`src/rtl/dfd_cla_xtrigger_in.sv`:
```
// dfd_cla_xtrigger_in
// Receive side of the CLA cross-trigger network. Each channel synchronises
// its asynchronous trigger level, detects rising edges, discards edges that
// are this CLA's own trigger coming back (self_filter tokens), and emits
// one-cycle xtrigger_event pulses. Per-channel saturating counters and a
// sticky filter-miss flag are kept for debug readback.
//
// Optional build macro: DFD_CLA_XTRIG_GLITCH_FILTER_EN
//   When defined, the synchronised level must stay high for MIN_HIGH
//   consecutive cycles before it counts as high. Shorter pulses vanish.
//   When undefined, edge detection runs directly on the synchronised level.
//
// After reset a short settle period suppresses edges while the synchroniser
// (and qualifier) refill, so a level that is already high at reset release
// is absorbed into the edge history instead of firing an event.

module dfd_cla_xtrigger_in #(
  parameter int XTRIGGER_WIDTH = 2,
  parameter int SYNC_STAGES    = 2,
  parameter int CNT_WIDTH      = 16,
  parameter int MIN_HIGH       = 3
) (
  input  logic                                clock,
  input  logic                                reset,
  input  logic                                enable_eap,
  input  logic [3:0]                          filter_window,
  input  logic [XTRIGGER_WIDTH-1:0]           cnt_clear,
  input  logic [XTRIGGER_WIDTH-1:0]           xtrigger_in,
  input  logic [XTRIGGER_WIDTH-1:0]           self_filter,
  output logic [XTRIGGER_WIDTH-1:0]           xtrigger_event,
  output logic [XTRIGGER_WIDTH*CNT_WIDTH-1:0] event_count,
  output logic [XTRIGGER_WIDTH*CNT_WIDTH-1:0] filtered_count,
  output logic [XTRIGGER_WIDTH-1:0]           filter_miss
);

  typedef enum logic {
    TOK_IDLE  = 1'b0,
    TOK_ARMED = 1'b1
  } tok_state_e;

`ifdef DFD_CLA_XTRIG_GLITCH_FILTER_EN
  // Last post-reset cycle in which a stale qualified level could still rise.
  localparam int SETTLE_CYCLES = SYNC_STAGES + MIN_HIGH - 1;
`else
  // Last post-reset cycle in which the refilling synchroniser could rise.
  localparam int SETTLE_CYCLES = SYNC_STAGES;
`endif
  // Settle counter is sized to cover either build.
  localparam int SETTLE_MAX = SYNC_STAGES + MIN_HIGH + 1;
  localparam int SETTLE_W   = $clog2(SETTLE_MAX + 1);

  // Saturating increment: counters stick at all-ones instead of wrapping.
  function automatic logic [CNT_WIDTH-1:0] sat_inc(input logic [CNT_WIDTH-1:0] v);
    if (&v) begin
      return v;
    end else begin
      return v + CNT_WIDTH'(1);
    end
  endfunction

  logic [SETTLE_W-1:0] settle_q;
  logic [SETTLE_W-1:0] settle_d;
  logic                settled_s;

  assign settled_s = (settle_q > SETTLE_W'(SETTLE_CYCLES));

  // Post-reset settle counter: advance until the synchroniser has refilled.
  always_comb begin
    settle_d = settle_q;
    if (!settled_s) begin
      settle_d = settle_q + SETTLE_W'(1);
    end else begin
      settle_d = settle_q;
    end
  end

  // Settle counter register.
  always_ff @(posedge clock) begin
    if (reset) begin
      settle_q <= '0;
    end else begin
      settle_q <= settle_d;
    end
  end

  for (genvar gi = 0; gi < XTRIGGER_WIDTH; gi++) begin : g_ch
    logic [SYNC_STAGES-1:0] sync_q;
    logic [SYNC_STAGES-1:0] sync_d;
    logic                   level_s;
    logic                   prev_q;
    logic                   edge_s;
    tok_state_e             tok_q;
    tok_state_e             tok_d;
    logic [3:0]             win_q;
    logic [3:0]             win_d;
    logic                   drop_s;
    logic                   accept_s;
    logic                   miss_set_s;
    logic                   event_q;
    logic                   event_d;
    logic [CNT_WIDTH-1:0]   ev_cnt_q;
    logic [CNT_WIDTH-1:0]   ev_cnt_d;
    logic [CNT_WIDTH-1:0]   fl_cnt_q;
    logic [CNT_WIDTH-1:0]   fl_cnt_d;
    logic                   miss_q;
    logic                   miss_d;

    assign sync_d = {sync_q[SYNC_STAGES-2:0], xtrigger_in[gi]};

`ifdef DFD_CLA_XTRIG_GLITCH_FILTER_EN
    logic [3:0] qual_q;
    logic [3:0] qual_d;

    // Qualifier: count consecutive high synced cycles; level counts as high
    // once MIN_HIGH consecutive highs (including this one) have been seen.
    always_comb begin
      qual_d  = qual_q;
      level_s = 1'b0;
      if (sync_q[SYNC_STAGES-1]) begin
        if (&qual_q) begin
          qual_d = qual_q;
        end else begin
          qual_d = qual_q + 4'd1;
        end
        level_s = (qual_q >= 4'(MIN_HIGH - 1));
      end else begin
        qual_d  = 4'd0;
        level_s = 1'b0;
      end
    end

    // Qualifier counter register.
    always_ff @(posedge clock) begin
      if (reset) begin
        qual_q <= 4'd0;
      end else begin
        qual_q <= qual_d;
      end
    end
`else
    assign level_s = sync_q[SYNC_STAGES-1];
`endif

    // Edges are ignored while the post-reset settle period is running.
    assign edge_s = level_s & ~prev_q & settled_s;

    // Token FSM: decide whether this cycle's edge is our own (drop) or real.
    always_comb begin
      tok_d      = tok_q;
      win_d      = win_q;
      drop_s     = 1'b0;
      accept_s   = 1'b0;
      miss_set_s = 1'b0;
      case (tok_q)
        TOK_IDLE: begin
          if (edge_s && self_filter[gi]) begin
            drop_s = 1'b1;
            tok_d  = TOK_IDLE;
          end else if (self_filter[gi]) begin
            tok_d = TOK_ARMED;
            win_d = filter_window;
          end else if (edge_s) begin
            accept_s = 1'b1;
          end else begin
            tok_d = TOK_IDLE;
          end
        end
        TOK_ARMED: begin
          if (edge_s) begin
            drop_s = 1'b1;
            tok_d  = TOK_IDLE;
          end else if (self_filter[gi]) begin
            win_d = filter_window;
          end else if (win_q == 4'd0) begin
            miss_set_s = 1'b1;
            tok_d      = TOK_IDLE;
          end else begin
            win_d = win_q - 4'd1;
          end
        end
        default: begin
          tok_d = TOK_IDLE;
          win_d = 4'd0;
        end
      endcase
    end

    // Counters, sticky miss and event pulse; clear wins over increment.
    always_comb begin
      ev_cnt_d = ev_cnt_q;
      fl_cnt_d = fl_cnt_q;
      miss_d   = miss_q;
      event_d  = accept_s & enable_eap;
      if (cnt_clear[gi]) begin
        ev_cnt_d = '0;
        fl_cnt_d = '0;
        miss_d   = 1'b0;
      end else begin
        if (accept_s && enable_eap) begin
          ev_cnt_d = sat_inc(ev_cnt_q);
        end else begin
          ev_cnt_d = ev_cnt_q;
        end
        if (drop_s && enable_eap) begin
          fl_cnt_d = sat_inc(fl_cnt_q);
        end else begin
          fl_cnt_d = fl_cnt_q;
        end
        miss_d = miss_q | miss_set_s;
      end
    end

    // Channel state registers.
    always_ff @(posedge clock) begin
      if (reset) begin
        sync_q   <= '0;
        prev_q   <= 1'b0;
        tok_q    <= TOK_IDLE;
        win_q    <= 4'd0;
        event_q  <= 1'b0;
        ev_cnt_q <= '0;
        fl_cnt_q <= '0;
        miss_q   <= 1'b0;
      end else begin
        sync_q   <= sync_d;
        prev_q   <= level_s;
        tok_q    <= tok_d;
        win_q    <= win_d;
        event_q  <= event_d;
        ev_cnt_q <= ev_cnt_d;
        fl_cnt_q <= fl_cnt_d;
        miss_q   <= miss_d;
      end
    end

    assign xtrigger_event[gi]                           = event_q;
    assign event_count[gi*CNT_WIDTH +: CNT_WIDTH]       = ev_cnt_q;
    assign filtered_count[gi*CNT_WIDTH +: CNT_WIDTH]    = fl_cnt_q;
    assign filter_miss[gi]                              = miss_q;
  end

endmodule
```
`config.mk`:
```
export PLATFORM = sky130hd
export DESIGN_NAME = dfd_cla_xtrigger_in
export DESIGN_NICKNAME = d
export VERILOG_FILES = /design/src/rtl/dfd_cla_xtrigger_in.sv
export SDC_FILE = /design/constraint.sdc
export NUM_CORES = 1
export LEC_CHECK = 0
export CORE_MARGIN = 10
export CORE_UTILIZATION = 48
export CTS_BUF_LIST = sky130_fd_sc_hd__clkbuf_4
export CTS_CLUSTER_DIAMETER = 50
export DETAILED_ROUTE_END_ITERATION = 12
export GPL_TIMING_DRIVEN = 0
export PLACE_DENSITY_LB_ADDON = 0.12
export SLEW_MARGIN = 0
export SYNTH_ARGS = -nofsm -noshare
export SYNTH_HDL_FRONTEND = slang
export SYNTH_SLANG_ARGS = --single-unit
```
`constraint.sdc`:
```
create_clock -name clock -period 2.2 [get_ports clock]
set_input_delay 0.44 -clock clock [delete_from_list [all_inputs] [get_ports clock]]
set_output_delay 0.44 -clock clock [all_outputs]
set_load 0.02 [all_outputs]
```
# --- Word level (Yosys, flattened, before mapping) ---
# Cells that the tools add are included.
word_totals:
  wordCells: 113
  reg_bits: 87
op_classes:
  addsub: 7
  bitwise_logic: 16
  reduce_logical: 20
  n_eq_ne: 8
  n_lt_le_gt_ge: 1
  n_mux: 44
ops:
  columns: ["operator", "n"]
  rows:
  - ["adder 16 x 1 -> 16 bit (second input constant)", 4]
  - ["AND reduction 16 bit", 4]
  - ["2-to-1 mux 4 bit", 10]
  - ["2-to-1 mux 1 bit", 28]
  - ["case mux 4 bit (2 select lines)", 2]
  - ["inequality test 2 bit (second input constant)", 6]
  - ["zero test 4 bit", 2]
  - ["NOT 1 bit", 8]
  - ["case mux 1 bit (2 select lines)", 4]
  - ["AND reduction 2 bit", 4]
  - ["AND reduction 4 bit", 2]
  - ["subtractor 4 x 1 -> 4 bit (second input constant)", 2]
  - ["AND 1 bit", 6]
  - ["logical AND 1 bit", 6]
  - ["inequality test 3 bit (second input constant)", 2]
  - ["OR reduction 2 bit", 2]
  - ["adder 3 x 1 -> 3 bit (second input constant)", 1]
  - ["greater-than comparator 3 x 2 -> 1 bit (second input constant)", 1]
  - ["bitwise OR 1 bit", 2]

# --- Depth between registers and ports, before layout ---
# Gate-level depths: netlist (run 1).
logic_depth:
  ltp_word: 9
  depth_mapped: 8
  depth_no_buf: 7

# --- Worst setup path before layout (run 1) ---
# OpenSTA, ideal clock, no wires.
synth_timing:
  kind: "register to register"
  startpoint: "register settle_q[0]"
  endpoint: "register g_ch[1].ev_cnt_q[15]"
  setup_time_ns: 0.118
  arrival_time_ns: 1.999
  stages_incl_launch_ff: 8
  synth_period_minus_slack_ns: 2.117
  required_ns: 2.082
  setup_slack_ns: 0.083
  cell_sequence: "dfxtp_1 > inv_1 > ha_1 > and2b_1 > o2111ai_2 > or4_4 > or3_1 > mux2i_1"
synth_between:
  elab_chain_cells: 8
  word_cells_on_any_way: 9
  cone_classes: "1 x order compare; 4 x mux; 1 x bitwise; 3 x reduce/logical"
synth_lines:
  columns: ["element", "line", "source"]
  rows:
  - ["from (decl)", "61", "logic [SETTLE_W-1:0] settle_q;"]
  - ["from (signal assigned)", "82", "settle_q <= settle_d;"]
  - ["greater-than comparator 3 x 2 -> 1 bit (*)", "65", "assign settled_s = (settle_q > SETTLE_W'(SETTLE_CYCLES));"]
  - ["AND 1 bit (*)", "145", "assign edge_s = level_s & ~prev_q & settled_s;"]
  - ["2-to-1 mux 1 bit", "162", "end else if (edge_s) begin"]
  - ["2-to-1 mux 1 bit", "159", "end else if (self_filter[gi]) begin"]
  - ["2-to-1 mux 1 bit (*)", "156", "if (edge_s && self_filter[gi]) begin"]
  - ["2-to-1 mux 1 bit (*)", "154", "case (tok_q)"]
  - ["logical AND 1 bit (*)", "199", "if (accept_s && enable_eap) begin"]
  - ["AND reduction 2 bit (no line) (*)", null, null]
  - ["to (signal assigned)", "230", "ev_cnt_q <= ev_cnt_d;"]
  - ["to (decl)", "101", "logic [CNT_WIDTH-1:0] ev_cnt_q;"]
# Every way passes the cells marked *; elsewhere a longest branch is shown, timed or not.
# A chain may end at the register's enable or synchronous reset.

# --- Final worst setup path (run 1) ---
# Ends and elaborated chain as after synthesis.

==> out/qor.yml, run 1 <==
r2r_slack_ns: 0.09
synthMuxAreaShare_pct: 0.475
totalWireLength_um: 10700
r2r-end: "g_ch[1].ev_cnt_q[15]$_SDFFE_PP0P_"
min_path_cells: 1
cts_max_level: 3
finalPower_mw: 3.10
cts_tree: "built"
path_clk_slew_ns: 0.14
syn-mean-instance-area_um2: 8.43
setup_violations: 0
min_path_type: "flop to flop"
post-route-min-period_ns: 2.11
slowest_stage: "or4_4"
grt_pass1_vias: 3865
setup.worst_path.start_class: "flop"
placed_area_um2: 5150
r2r_start: "settle_q[0]$_SDFFE_PP0P_"
syn_nets: 523
synth_top_family_by_area: "simple AND/OR/NAND/NOR gates"
post-dp-hpwl_um: 7790
vias: 4003
synth-edff-count: 0
synth_xor_xnor_area_share_pct: 8.52
clock_skew_ns: 0.0149
grtUsageTotal_pct: 16.3
first_iter_violations: 148
dr.pass1.iters: 4
synth_flop_cell: "dfxtp_1"
nNetsFinal: 621
ios: 81
cap_violations: 0
yosys.area_share.adder_pct: 2.97
grt_max_degree: 15
p_leak_nw: 1.76
num_rows: 34
min-delay-start: "g_ch[0].sync_q[0]$_SDFF_PP0_"
max_freq_mhz: 475
ir_drop_uv: 354
grt_first_pass_wirelength_um: 17800
synth_compound_area_share_pct: 12.4
antenna_found_initial: 0
powerDensity_nw_per_um2: 567
min_to: "g_ch[0].sync_q[1]$_SDFF_PP0_"
synth_warnings: 0
postSynthCellCount: 500
gp_congestion: 0.867
worstPathArrival_ns: 2.45
area_delta_synth_final_pct: 29.5
fin_crit_sh_pct: 95.8
antenna_cells: 0
ff2ff_path_depth: 7
clock_latency_ns: 0.44
viasPerCell: 5.63
setup-tns-final_ns: 0
whs_ns: 0.456
coreArea_um2: 8640
synthSimpleGateAreaFrac_pct: 31.2
drv_slew: 0
cts_made_buffers: 9
drc: 0
rsz0062_at_grt: "true"
final_cell_area_um2: 5460
ctsHoldBuffers: 0
die-area_um2: 12900
endpoint_kind: "flop"
ant_nets: 0
yosysUniqueCellTypes: 60
cts_root_buf: "clkbuf_4"
crit_fanout: 5
path_class: "flop to flop"
numPortBuffers: 80
die_w_um: 114
hold_viol: 0
die_h_um: 114
relSlewSlack_pct: 41.2
start_util_pct: 48.8
synthesis.area_um2: 4210
max_stage_delay_ns: 0.49
worstPathCellList: "inv_2, ha_4, and2b_2, o2111ai_4, or4_4, or3_1, mux2i_1"
status: "finished clean"
synth-async-reset-ratio_pct: 0
worstPathRequired_ns: 2.54
synth_seq_cells: 87
yosysSeqAreaShare_pct: 41.3
clock_sinks: 87
grt_overflow_total: 0
clockBufferDepth: 2
post_drt_wl_per_cell_um: 15.1
layout-drive-gt1-share_pct: 8.79
tightestPinTransition_ns: 0.874
-- critical path, delay by kind of cell (launching register included) --
family / cells / cell delay, ns
simple gates: 3 / 1.12
flops: 1 / 0.37
fa+ha+maj: 1 / 0.16
compound gates: 1 / 0.16
buf+inv: 1 / 0.06
mux: 1 / 0.13
-- logic make-up after synthesis --
logic type	count (synthesis)
AOI/OAI and AO/OA	80
xor gates and xnor gates	41
buffers and inverters	31
and+or+nand+nor	249
muxes	2
adders and majority gates	10
DFF	87
-- per-layer routing --
metal	vias to the layer above	track usage, %	part of all wire, %
li1	2005	-	-
met1	1882	18.6	42
met2	111	26.9	48
met3	5	7.30	8.5
met4	0	4.40	0.79
met5	-	0	0
-- sequential cells by signal, summed over array words and instances, names as in the netlist --
signal,count
g_ch.ev_cnt_q,32
g_ch.fl_cnt_q,32
g_ch.win_q,8
g_ch.sync_q,4
settle_q,3
g_ch.event_q,2
g_ch.miss_q,2
g_ch.prev_q,2
g_ch.tok_q,2
-- placed cells by master (no fill, tap or decap), types with 5 or more instances in the layout --
cell and instances:
dfxtp_1 86, a31oi_1 7, nor4_2 5, nor2b_1 9
clkdlybuf4s50_1 80, nand2b_1 8, xnor2_1 38, nor2_1 68
nand2_1 39, nor4_1 13, nand3_1 15, o21ai_0 17
clkbuf_4 10, o211ai_1 6, buf_4 11, nand4_1 23
ha_1 9, or3_1 11, clkbuf_1 8, a21oi_1 22
inv_1 11, nor3_1 24
-- Yosys cell counts, types with 8 or more instances --
cell,count,area [µm²]
nor2_1,68,255
nand4_1,23,144
ha_1,10,125
nor2b_1,9,56.3
nor4_1,17,106
xnor2_1,38,333
or3_1,11,68.8
nor3_1,24,120
inv_1,12,45.0
a21oi_1,23,115
nand2_1,39,146
clkbuf_1,12,45.0
nand3_1,15,75.1
dfxtp_1,87,1740
nand2b_1,8,50.1
o21ai_0,18,90.1
-- area by class of cell --
type | count | area, µm²
clock buffer | 10 | 75.1
inverter | 13 | 48.8
multi-input combinational | 382 | 2430
buffer | 18 | 87.6
sequential | 87 | 1740
clock inverter | 6 | 85.1
timing repair buffer | 87 | 853
tap | 108 | 135
fill | 771 | 3180
-- where the power goes --
group / internal [mW] / total, mW / switching (mW)
logic: 0.167 / 0.396 / 0.229
clock network: 0.470 / 1.02 / 0.547
registers: 1.63 / 1.68 / 0.0562
-- metrics by stage --
step / worst slack, ns / cells / util [%]
floorplan: 0.0829 / 500 / -
global placement: -0.440 / 688 / 59.6
finish: 0.0933 / 711 / 63.2
detailed placement: -0.449 / 688 / 59.6
global route: -0.0104 / 711 / 63.2
CTS: 0.0115 / 707 / 61.8
-- how the worst max path moves through the flow --
| stage | start | endpoint | slack [ns] | cells past startpoint |
|---|---|---|---|---|
| after detailed placement | self_filter[1] | g_ch[1].ev_cnt_q[15]$_SDFFE_PP0P_ | -0.45 | 6 |
| final | settle_q[0]$_SDFFE_PP0P_ | g_ch[1].ev_cnt_q[15]$_SDFFE_PP0P_ | 0.09 | 7 |
| after global routing | settle_q[1]$_SDFFE_PP0P_ | g_ch[0].ev_cnt_q[0]$_SDFFE_PP0P_ | -0.01 | 7 |
| after floorplan | settle_q[0]$_SDFFE_PP0P_ | g_ch[1].ev_cnt_q[15]$_SDFFE_PP0P_ | 0.08 | 7 |
| after global placement | reset | g_ch[0].ev_cnt_q[3]$_SDFFE_PP0P_ | -0.44 | 6 |
| after CTS | settle_q[0]$_SDFFE_PP0P_ | g_ch[0].ev_cnt_q[15]$_SDFFE_PP0P_ | 0.01 | 7 |
-- what timing repair did --
item	CTS	global route
endpoints found under the setup margin	16	50
setup buffers	3	4
gates cloned	0	0
pin swaps	3	5
gates resized for setup	1	24
Note: power is estimated with default switching activity, not from simulation.
==> run 2: changes to the inputs <==
--- a/config.mk
+++ b/config.mk
@@ -12,7 +12,7 @@
 export DETAILED_ROUTE_END_ITERATION = 12
 export GPL_TIMING_DRIVEN = 0
 export PLACE_DENSITY_LB_ADDON = 0.12
-export SLEW_MARGIN = 0
+export SLEW_MARGIN = 10
 export SYNTH_ARGS = -nofsm -noshare
 export SYNTH_HDL_FRONTEND = slang
 export SYNTH_SLANG_ARGS = --single-unit
==> results of run 2 <==
The final DEF is identical to that of run 1; final timing and power are the same.
==> run 3: changes to the inputs <==
--- a/config.mk
+++ b/config.mk
@@ -10,8 +10,11 @@
 export CTS_BUF_LIST = sky130_fd_sc_hd__clkbuf_4
 export CTS_CLUSTER_DIAMETER = 50
 export DETAILED_ROUTE_END_ITERATION = 12
+export GPL_ROUTABILITY_DRIVEN = 0
 export GPL_TIMING_DRIVEN = 0
 export PLACE_DENSITY_LB_ADDON = 0.12
+export RECOVER_POWER = 25
+export SKIP_LAST_GASP = 1
 export SLEW_MARGIN = 10
 export SYNTH_ARGS = -nofsm -noshare
 export SYNTH_HDL_FRONTEND = slang
==> results of run 3 <==
The final DEF is identical to that of run 1; final timing and power are the same.
